===== src/rtl/keys_pkg.sv =====
// keys_pkg: shared definitions for the key conditioner.
//   - key_state_e : per-channel debounce state encoding
//   - DEF_*       : default timing/config constants (50 MHz board clock)
//   - clog2/max2  : constant helpers for counter sizing
package keys_pkg;

  typedef enum logic [1:0] {
    KEY_RELEASED    = 2'd0,
    KEY_PRESS_CHK   = 2'd1,
    KEY_PRESSED     = 2'd2,
    KEY_RELEASE_CHK = 2'd3
  } key_state_e;

  localparam int unsigned DEF_NUM_KEYS       = 4;
  localparam int unsigned DEF_DEB_CYCLES     = 500000;
  localparam bit          DEF_KEY_ACTIVE_LOW = 1'b1;
  localparam int unsigned DEF_REPEAT_DELAY   = 25000000;
  localparam int unsigned DEF_REPEAT_RATE    = 5000000;

  // Bits needed to hold values 0..value-1; never less than 1.
  function automatic int unsigned clog2(input int unsigned value);
    int unsigned width;
    width = 1;
    for (int unsigned i = 1; i < 32; i++) begin
      if ((32'd1 << i) < value) width = i + 1;
    end
    return width;
  endfunction

  function automatic int unsigned max2(input int unsigned a, input int unsigned b);
    return (a > b) ? a : b;
  endfunction

endpackage


===== src/rtl/keys_conditioner_if.sv =====
// keys_conditioner_if: key bus between board pins, the conditioner and its consumer.
//   keys_in      : raw button pins
//   keys_out     : debounced level, 1 = pressed
//   keys_press   : one-cycle press pulse per key
//   keys_release : one-cycle release pulse per key
// Modports: master = pin driver / consumer side, slave = conditioner side.
import keys_pkg::*;

interface keys_conditioner_if #(
  parameter int unsigned NUM_KEYS = DEF_NUM_KEYS
);
  logic [NUM_KEYS-1:0] keys_in;
  logic [NUM_KEYS-1:0] keys_out;
  logic [NUM_KEYS-1:0] keys_press;
  logic [NUM_KEYS-1:0] keys_release;

  modport master (
    output keys_in,
    input  keys_out,
    input  keys_press,
    input  keys_release
  );

  modport slave (
    input  keys_in,
    output keys_out,
    output keys_press,
    output keys_release
  );
endinterface


===== src/rtl/key_debounce_ch.sv =====
// key_debounce_ch: one key channel -- 2-FF synchroniser, 4-state debounce FSM
// with stability counter, registered level and press/release pulses.
// Optional auto-repeat press pulses when KEYS_AUTOREPEAT_EN is defined.
// Ports:
//   clk, reset   : board clock, synchronous active-high reset
//   pin_in       : raw asynchronous button pin
//   level_out    : debounced level, 1 = pressed
//   press_out    : one-cycle pulse on accepted press (and auto-repeat)
//   release_out  : one-cycle pulse on accepted release
module key_debounce_ch
  import keys_pkg::*;
#(
  parameter int unsigned DEB_CYCLES     = DEF_DEB_CYCLES,
  parameter bit          KEY_ACTIVE_LOW = DEF_KEY_ACTIVE_LOW,
  parameter int unsigned REPEAT_DELAY   = DEF_REPEAT_DELAY,
  parameter int unsigned REPEAT_RATE    = DEF_REPEAT_RATE
) (
  input  logic clk,
  input  logic reset,
  input  logic pin_in,
  output logic level_out,
  output logic press_out,
  output logic release_out
);

  localparam int unsigned    CNT_W    = clog2(DEB_CYCLES);
  localparam logic [CNT_W-1:0] CNT_LAST = CNT_W'(DEB_CYCLES - 1);

  logic [1:0]       sync_q, sync_d;
  key_state_e       state_q, state_d;
  logic [CNT_W-1:0] cnt_q, cnt_d;
  logic             level_q, level_d;
  logic             press_q, press_d;
  logic             release_q, release_d;
  logic             raw;
  logic             rep_fire;

  // Normalised so that raw = 1 always means "pressed".
  assign raw = sync_q[1] ^ KEY_ACTIVE_LOW;

  always_comb begin
    sync_d    = {sync_q[0], pin_in};
    state_d   = state_q;
    cnt_d     = cnt_q;
    level_d   = level_q;
    press_d   = 1'b0;
    release_d = 1'b0;
    case (state_q)
      KEY_RELEASED: begin
        if (raw) begin
          state_d = KEY_PRESS_CHK;
          cnt_d   = '0;
        end
      end
      KEY_PRESS_CHK: begin
        if (!raw) begin
          state_d = KEY_RELEASED;
        end else if (cnt_q == CNT_LAST) begin
          state_d = KEY_PRESSED;
          level_d = 1'b1;
          press_d = 1'b1;
        end else begin
          cnt_d = cnt_q + 1'b1;
        end
      end
      KEY_PRESSED: begin
        if (!raw) begin
          state_d = KEY_RELEASE_CHK;
          cnt_d   = '0;
        end
      end
      KEY_RELEASE_CHK: begin
        if (raw) begin
          state_d = KEY_PRESSED;
        end else if (cnt_q == CNT_LAST) begin
          state_d   = KEY_RELEASED;
          level_d   = 1'b0;
          release_d = 1'b1;
        end else begin
          cnt_d = cnt_q + 1'b1;
        end
      end
      default: state_d = KEY_RELEASED;
    endcase
    press_d = press_d | rep_fire;
  end

  always_ff @(posedge clk) begin
    if (reset) begin
      sync_q    <= {2{KEY_ACTIVE_LOW}};
      state_q   <= KEY_RELEASED;
      cnt_q     <= '0;
      level_q   <= 1'b0;
      press_q   <= 1'b0;
      release_q <= 1'b0;
    end else begin
      sync_q    <= sync_d;
      state_q   <= state_d;
      cnt_q     <= cnt_d;
      level_q   <= level_d;
      press_q   <= press_d;
      release_q <= release_d;
    end
  end

`ifdef KEYS_AUTOREPEAT_EN
  localparam int unsigned REP_W = clog2(max2(REPEAT_DELAY, REPEAT_RATE));

  logic [REP_W-1:0] rep_cnt_q, rep_cnt_d;
  logic             rep_armed_q, rep_armed_d;

  // Counter only advances while the key stays in PRESSED; any other cycle
  // (including the accepting edge and re-entry from RELEASE_CHK) clears it,
  // so each PRESSED stretch restarts with the initial delay.
  always_comb begin
    rep_cnt_d   = '0;
    rep_armed_d = 1'b0;
    rep_fire    = 1'b0;
    if (state_q == KEY_PRESSED && raw) begin
      rep_armed_d = rep_armed_q;
      if (!rep_armed_q && rep_cnt_q == REP_W'(REPEAT_DELAY - 1)) begin
        rep_fire    = 1'b1;
        rep_armed_d = 1'b1;
      end else if (rep_armed_q && rep_cnt_q == REP_W'(REPEAT_RATE - 1)) begin
        rep_fire = 1'b1;
      end else begin
        rep_cnt_d = rep_cnt_q + 1'b1;
      end
    end
  end

  always_ff @(posedge clk) begin
    if (reset) begin
      rep_cnt_q   <= '0;
      rep_armed_q <= 1'b0;
    end else begin
      rep_cnt_q   <= rep_cnt_d;
      rep_armed_q <= rep_armed_d;
    end
  end
`else
  always_comb rep_fire = 1'b0;
`endif

  assign level_out   = level_q;
  assign press_out   = press_q;
  assign release_out = release_q;

endmodule


===== src/rtl/keys_conditioner.sv =====
// keys_conditioner: debounces NUM_KEYS raw push-buttons into clean levels
// plus one-cycle press/release pulses; runs on the undivided board clock.
// Ports:
//   clk   : board clock
//   reset : synchronous, active-high reset
//   keys  : keys_conditioner_if.slave (keys_in in; keys_out, keys_press,
//           keys_release out; bit 0 = left, bit 1 = right downstream)
// Optional feature macro: KEYS_AUTOREPEAT_EN (auto-repeat press pulses).
module keys_conditioner
  import keys_pkg::*;
#(
  parameter int unsigned NUM_KEYS       = DEF_NUM_KEYS,
  parameter int unsigned DEB_CYCLES     = DEF_DEB_CYCLES,
  parameter bit          KEY_ACTIVE_LOW = DEF_KEY_ACTIVE_LOW,
  parameter int unsigned REPEAT_DELAY   = DEF_REPEAT_DELAY,
  parameter int unsigned REPEAT_RATE    = DEF_REPEAT_RATE
) (
  input  logic                clk,
  input  logic                reset,
  keys_conditioner_if.slave   keys
);

  logic [NUM_KEYS-1:0] level_vec;
  logic [NUM_KEYS-1:0] press_vec;
  logic [NUM_KEYS-1:0] release_vec;

  for (genvar i = 0; i < NUM_KEYS; i++) begin : g_ch
    key_debounce_ch #(
      .DEB_CYCLES     (DEB_CYCLES),
      .KEY_ACTIVE_LOW (KEY_ACTIVE_LOW),
      .REPEAT_DELAY   (REPEAT_DELAY),
      .REPEAT_RATE    (REPEAT_RATE)
    ) u_ch (
      .clk         (clk),
      .reset       (reset),
      .pin_in      (keys.keys_in[i]),
      .level_out   (level_vec[i]),
      .press_out   (press_vec[i]),
      .release_out (release_vec[i])
    );
  end

  assign keys.keys_out     = level_vec;
  assign keys.keys_press   = press_vec;
  assign keys.keys_release = release_vec;

endmodule


===== src/flat_wrapper.sv =====
// flat-port wrapper written by rule: the top's interface ports become plain ports
module keys_conditioner_flat import keys_pkg::*;
#(
  parameter int unsigned NUM_KEYS       = DEF_NUM_KEYS,
  parameter int unsigned DEB_CYCLES     = DEF_DEB_CYCLES,
  parameter bit          KEY_ACTIVE_LOW = DEF_KEY_ACTIVE_LOW,
  parameter int unsigned REPEAT_DELAY   = DEF_REPEAT_DELAY,
  parameter int unsigned REPEAT_RATE    = DEF_REPEAT_RATE
)
  (clk, reset, keys_keys_in, keys_keys_out, keys_keys_press, keys_keys_release);
  keys_conditioner_if #(.NUM_KEYS(NUM_KEYS)) keys_i ();
  input  logic clk;
  input  logic reset;
  input wire logic [$bits(keys_i.keys_in)-1:0] keys_keys_in;
  output wire logic [$bits(keys_i.keys_out)-1:0] keys_keys_out;
  output wire logic [$bits(keys_i.keys_press)-1:0] keys_keys_press;
  output wire logic [$bits(keys_i.keys_release)-1:0] keys_keys_release;
  assign keys_i.keys_in = keys_keys_in;
  assign keys_keys_out = keys_i.keys_out;
  assign keys_keys_press = keys_i.keys_press;
  assign keys_keys_release = keys_i.keys_release;
  keys_conditioner #(.NUM_KEYS(NUM_KEYS), .DEB_CYCLES(DEB_CYCLES), .KEY_ACTIVE_LOW(KEY_ACTIVE_LOW), .REPEAT_DELAY(REPEAT_DELAY), .REPEAT_RATE(REPEAT_RATE)) u_core (.clk(clk), .reset(reset), .keys(keys_i));
endmodule

===== config.mk =====
export PLATFORM = sky130hd
export DESIGN_NAME = keys_conditioner_flat
export DESIGN_NICKNAME = d
export VERILOG_FILES = /design/src/rtl/keys_pkg.sv /design/src/rtl/keys_conditioner_if.sv /design/src/rtl/key_debounce_ch.sv /design/src/rtl/keys_conditioner.sv /design/src/flat_wrapper.sv
export SDC_FILE = /design/constraint.sdc
export NUM_CORES = 1
export LEC_CHECK = 0
export ABC_AREA = 1
export CORE_MARGIN = 2
export CORE_UTILIZATION = 55
export DETAILED_ROUTE_END_ITERATION = 6
export GPL_TIMING_DRIVEN = 0
export PLACE_DENSITY_LB_ADDON = 0.3
export SLEW_MARGIN = 30
export SYNTH_ARGS = -nofsm -noshare
export SYNTH_HDL_FRONTEND = slang
export SYNTH_SLANG_ARGS = --single-unit

===== constraint.sdc =====
create_clock -name clk -period 2.3 [get_ports clk]
set_clock_uncertainty 0.1 [all_clocks]
set_input_delay 0.46 -clock clk [delete_from_list [all_inputs] [get_ports clk]]
set_output_delay 0.46 -clock clk [all_outputs]
set_load 0.01 [all_outputs]

== Word-level counts from Yosys, hierarchy flattened ==
Index checks and enable logic that the tools add are counted.

* Flip-flop bits (word level): 104
* Word-level logic and storage cells: 192

* Add/sub/neg operators: 4
* Equal/unequal tests: 48
* Multiplexer cells: 76
* Bitwise logic cells: 12
* Reductions and logical operators: 28

{| class="wikitable"
|+ Operators by type and width
! operator !! number
|-
| $mux 19 || 20
|-
| $pmux 19 s4 || 4
|-
| $add 19x1->19 const B || 4
|-
| $eq 19x19->1 const B || 4
|-
| $mux 2 || 24
|-
| $ne 2x2->1 const B || 24
|-
| $pmux 2 s4 || 4
|-
| $reduce_and 4->1 || 8
|-
| $ne 3x3->1 const B || 8
|-
| $reduce_or 3->1 || 8
|-
| $mux 1 || 20
|-
| $reduce_and 5->1 || 4
|-
| $eq 2x2->1 const B || 8
|-
| $not 1->1 || 12
|-
| $eq 2x1->1 const B || 4
|-
| $logic_not 2->1 || 4
|-
| $pmux 1 s2 || 4
|-
| $reduce_bool 2->1 || 4
|}

== Longest topological paths before layout ==
* Depth in word-level cells: 4
* Gate-level depth with buffers: 12
* Mapped depth without buffers: 12

== Cells and area by module ==
Synthesis repeated with hierarchy kept, for this count alone.

* Cell total of the unflattened synthesis: 956
* Area total of the unflattened synthesis: 6,226.0 um^2

{| class="wikitable"
|+ Modules (own cells, without submodules)
! module !! instances !! cells each !! area each (um^2)
|-
| key_debounce_ch || 4 || 239 || 1,556.5
|}

== Worst setup path before layout ==
Ideal clock, no wire load.

* Path kind: register -> register
* Start point: reg u_core.g_ch[0].u_ch.cnt_q[0]
* End point: reg u_core.g_ch[0].u_ch.cnt_q[1]
* Library setup time: 0.130 ns
* Arrival: 1.385 ns
* Required time: 2.070 ns
* Path slack: 0.685 ns
* Stages on the path, launching flop included: 12
* Buffers on the path: 1
* Clock period less this slack: 1.615 ns
* Cells stage by stage: dfxtp_1 ha_1 nand2_2 nor2_4 inv_2 nor2_4 nand3_4 nand2_8 inv_2 buf_6 nor2_1 nor3_2

* Longest elaborated chain between the ends: 4

{| class="wikitable"
|+ RTL lines
! what !! RTL line !! RTL
|-
| start: declaration || key_debounce_ch.sv:31 || <nowiki>logic [CNT_W-1:0] cnt_q, cnt_d;</nowiki>
|-
| start signal: assignment || key_debounce_ch.sv:99 || <nowiki>cnt_q <= cnt_d;</nowiki>
|-
| $add 19x1->19 or $eq 19x19->1 (tied branches) || -- ||
|-
| $mux 19 * || key_debounce_ch.sv:58, key_debounce_ch.sv:75 ||
|-
| $mux 19 (on tied branches) || key_debounce_ch.sv:73, key_debounce_ch.sv:56 ||
|-
| $pmux 19 s4 * || key_debounce_ch.sv:48 || <nowiki>case (state_q)</nowiki>
|}

Mark *: on every way between the ends. The rest lies on a longest branch, timed or not. The select of a mux whose other input is x is not followed.
A chain may end at the register's enable or synchronous reset.

== Worst setup path after layout ==
* Start point: reg u_core.g_ch[3].u_ch.cnt_q[0]
* End point: reg u_core.g_ch[3].u_ch.cnt_q[8]

* Longest elaborated chain between the ends: 4

{| class="wikitable"
|+ RTL lines
! what !! RTL line
|-
| start: declaration || key_debounce_ch.sv:31
|-
| start signal: assignment || key_debounce_ch.sv:99
|-
| $add 19x1->19 or $eq 19x19->1 (tied branches) || --
|-
| $mux 19 * || key_debounce_ch.sv:58, key_debounce_ch.sv:75
|-
| $mux 19 (on tied branches) || key_debounce_ch.sv:73, key_debounce_ch.sv:56
|-
| $pmux 19 s4 * || key_debounce_ch.sv:48
|}

Marks and branches as above.

==> impl_metrics.env <==
export IMPL_outcome="finished clean"
export IMPL_finalSetupViolCount=0
export IMPL_setup_tns_ns=0
export IMPL_vias=5960
export IMPL_synth_area_um2=6170
export IMPL_grt_pass1_vias=5148
export IMPL_power_leakage_nw=2.54
export IMPL_critPathCaptureType="flip-flop"
export IMPL_fmax_mhz=500
export IMPL_ys_seq_area_frac=0.338
export IMPL_synth_warnings=0
export IMPL_worstPathArrival_ns=2.21
export IMPL_firstDrtPassIters=5
export IMPL_rsz0062_at_grt="false"
export IMPL_grt_pass1_wl_um=24100
export IMPL_htreeDepth=3
export IMPL_synth_seq_cells=104
export IMPL_diodes=0
export IMPL_hp_start="u_core.g_ch[3].u_ch.sync_q[0]"
export IMPL_synth_top_area_frac=0.338
export IMPL_clk_pin_slew_ns=0.10
export IMPL_place_gp_congestion=0.949
export IMPL_avgRoutedWirePerCell_um=12.8
export IMPL_dieArea_um2=12100
export IMPL_cts_sinks=104
export IMPL_start_util=0.567
export IMPL_port_buffer_count=16
export IMPL_die_width_um=110
export IMPL_multi_input_area_um2=3370
export IMPL_hold_class="flip-flop to flip-flop"
export IMPL_cts_resized_gates=0
export IMPL_numCtsBuffers=9
export IMPL_start_kind="flip-flop"
export IMPL_r2r_end="u_core.g_ch[3].u_ch.cnt_q[8]"
export IMPL_power_density_nw_per_um2=461
export IMPL_io_pins=18
export IMPL_drt_iter0_markers=509
export IMPL_cts_root_buf="clkbuf_8"
export IMPL_cp_required_ns=2.51
export IMPL_synth_area_leaders="dfxtp_1, nand2_1, nor2_1"
export IMPL_grt_max_degree=18
export IMPL_r2r_start="u_core.g_ch[3].u_ch.cnt_q[0]"
export IMPL_area_growth_pct=8.38
export IMPL_tightest_slew_ns=0.761
export IMPL_relSlewSlack=0.493
export IMPL_worst_path_max_fanout=8
export IMPL_drt_total_wl_um=14600
export IMPL_drv_slew=0
export IMPL_fillers=1052
export IMPL_maxCapViolCount=0
export IMPL_postCtsSetupBuffers=0
export IMPL_ir_drop_mv=0.412
export IMPL_r2r_setup_slack_ns=0.30
export IMPL_ant_nets=0
export IMPL_syn_area_per_cell_um2=6.39
export IMPL_rr_worst_depth=8
export IMPL_whs_path_depth=1
export IMPL_critPathKind="flip-flop to flip-flop"
export IMPL_yosys_area_top_type="dfxtp_1"
export IMPL_syn_inst=966
export IMPL_drive_above_1_share=0.109
export IMPL_seqCellArea_um2=2080
export IMPL_synth_nets=976
export IMPL_rows=38
export IMPL_antenna_found_initial=0
export IMPL_hold_viol=0
export IMPL_drcViolationCount=0
export IMPL_final_cell_area_um2=6690
export IMPL_post_route_period_util=0.870
export IMPL_die_y_um=110
export IMPL_dpl_hpwl_um=10400
export IMPL_vias_per_cell=5.24
export IMPL_core_um2=10900
export IMPL_finalNetCount=1003
export IMPL_overflow=0
export IMPL_holdBufCountCts=0
export IMPL_cts_tree="done"
export IMPL_clockBufferDepth=2
export IMPL_track_usage=0.255
export IMPL_synth_distinct_cells=40
export IMPL_hold_end="u_core.g_ch[3].u_ch.sync_q[1]"
export IMPL_placement_cell_area_um2=6500
export IMPL_clk_latency_ns=0.39
export IMPL_post_route_min_period_ns=2.00
[metrics by stage]
step	hold WS [ns]	total power, mW	util	cells	worst slack (ns)
5_1_grt	0.350	3.21	0.614	1138	0.150
3_5_place_dp	0.304	2.03	0.597	1122	0.232
2_1_floorplan	0.289	1.97	-	966	0.685
3_3_place_gp	0.292	2.02	0.597	1122	0.249
6_report	0.331	3.08	0.614	1138	0.299
4_1_cts	0.339	3.11	0.614	1138	0.321
[sequential cells by signal, indices dropped and copies added (netlist names), named ones only]
signal,count
u_core.g_ch.u_ch.cnt_q,76
u_core.g_ch.u_ch.level_out,4
u_core.g_ch.u_ch.press_out,4
u_core.g_ch.u_ch.release_out,4
u_core.g_ch.u_ch.state_q,4
u_core.g_ch.u_ch.sync_q,8
[cell families (layout without fill, tap and decap cells)]
logic type               Yosys count  in the layout  synth area share
adder cells (fa/ha/maj)            4              4           0.00811
buffers and inverters            155            187             0.116
AO/OA/AOI/OAI                    109            109             0.100
AND/OR/NAND/NOR                  584            584             0.421
flip-flops                       104            104             0.338
XOR/XNOR                          10             10            0.0172
[synthesized netlist by cell type, drive strengths merged]
| cell type | n |
|---|---|
| a211oi | 1 |
| a21oi | 65 |
| a31oi | 1 |
| buf | 27 |
| bufinv | 1 |
| clkbuf | 8 |
| clkinv | 2 |
| dfxtp | 104 |
| ha | 4 |
| inv | 117 |
| nand2 | 281 |
| nand3 | 67 |
| nand3b | 5 |
| nand4 | 26 |
| nor2 | 174 |
| nor3 | 16 |
| nor3b | 2 |
| nor4 | 3 |
| o211ai | 1 |
| o21a | 1 |
| o21ai | 37 |
| o21bai | 3 |
| or2 | 10 |
| xnor2 | 1 |
| xor2 | 9 |
[where the power goes]
part | internal [mW] | switching, mW | leakage (nW)
sequential | 1.81 | 0.00932 | 0.840
clock | 0.432 | 0.666 | 0.0826
combinational | 0.0526 | 0.114 | 1.62
total | 2.29 | 0.788 | 2.54
[worst max-delay path by stage]
stage                               endpoint  cells past startpoint                    startpoint
5_1_grt        u_core.g_ch[3].u_ch.cnt_q[14]                     10  u_core.g_ch[3].u_ch.cnt_q[0]
4_1_cts         u_core.g_ch[3].u_ch.cnt_q[8]                      8  u_core.g_ch[3].u_ch.cnt_q[0]
6_report        u_core.g_ch[3].u_ch.cnt_q[8]                      8  u_core.g_ch[3].u_ch.cnt_q[0]
2_1_floorplan   u_core.g_ch[0].u_ch.cnt_q[1]                     11  u_core.g_ch[0].u_ch.cnt_q[0]
3_3_place_gp    u_core.g_ch[0].u_ch.cnt_q[8]                      6                         reset
3_5_place_dp    u_core.g_ch[0].u_ch.cnt_q[8]                      6                         reset
[placed cells by master, fill, tap and decap left out, drive strengths merged]
cell           count
clkinvlp           3
nor4               3
a211oi             1
nand3             67
bufinv             1
a31oi              1
nor2             174
a21oi             65
o21bai             3
xor2               9
xnor2              1
nand3b             5
nor3              16
buf               27
nand4             26
o21a               1
ha                 4
clkdlybuf4s50     16
nor3b              2
clkbuf            19
or2               10
nand2            281
o21ai             37
inv              119
clkinv             2
o211ai             1
dfxtp            104
[worst max-delay path, stage by stage (launching register included)]
cell and delay, ns:
dfxtp_1 0.35, ha_1 0.30, nand3_1 0.18, inv_2 0.08, nand3_1 0.08, nor2_1 0.07, nor2_1 0.48, nand2_1 0.13
a21oi_1 0.16
[per-layer routing]
layer	vias to the layer above	track usage	share of wire
met2	186	0.407	0.46
li1	3096	-	-
met4	0	0.0850	0.016
met3	21	0.0611	0.065
met5	-	0	0
met1	2657	0.337	0.46
[final cells by class]
cell class	count	area share
Sequential cell	104	0.311
Tap cell	140	0.0262
Timing Repair Buffer	16	0.0240
Clock inverter	5	0.00599
Clock buffer	11	0.0211
Buffer	35	0.0374
Inverter	120	0.0694
Multi-Input combinational cell	707	0.504
No activity file was read; power rests on OpenSTA's default activity.
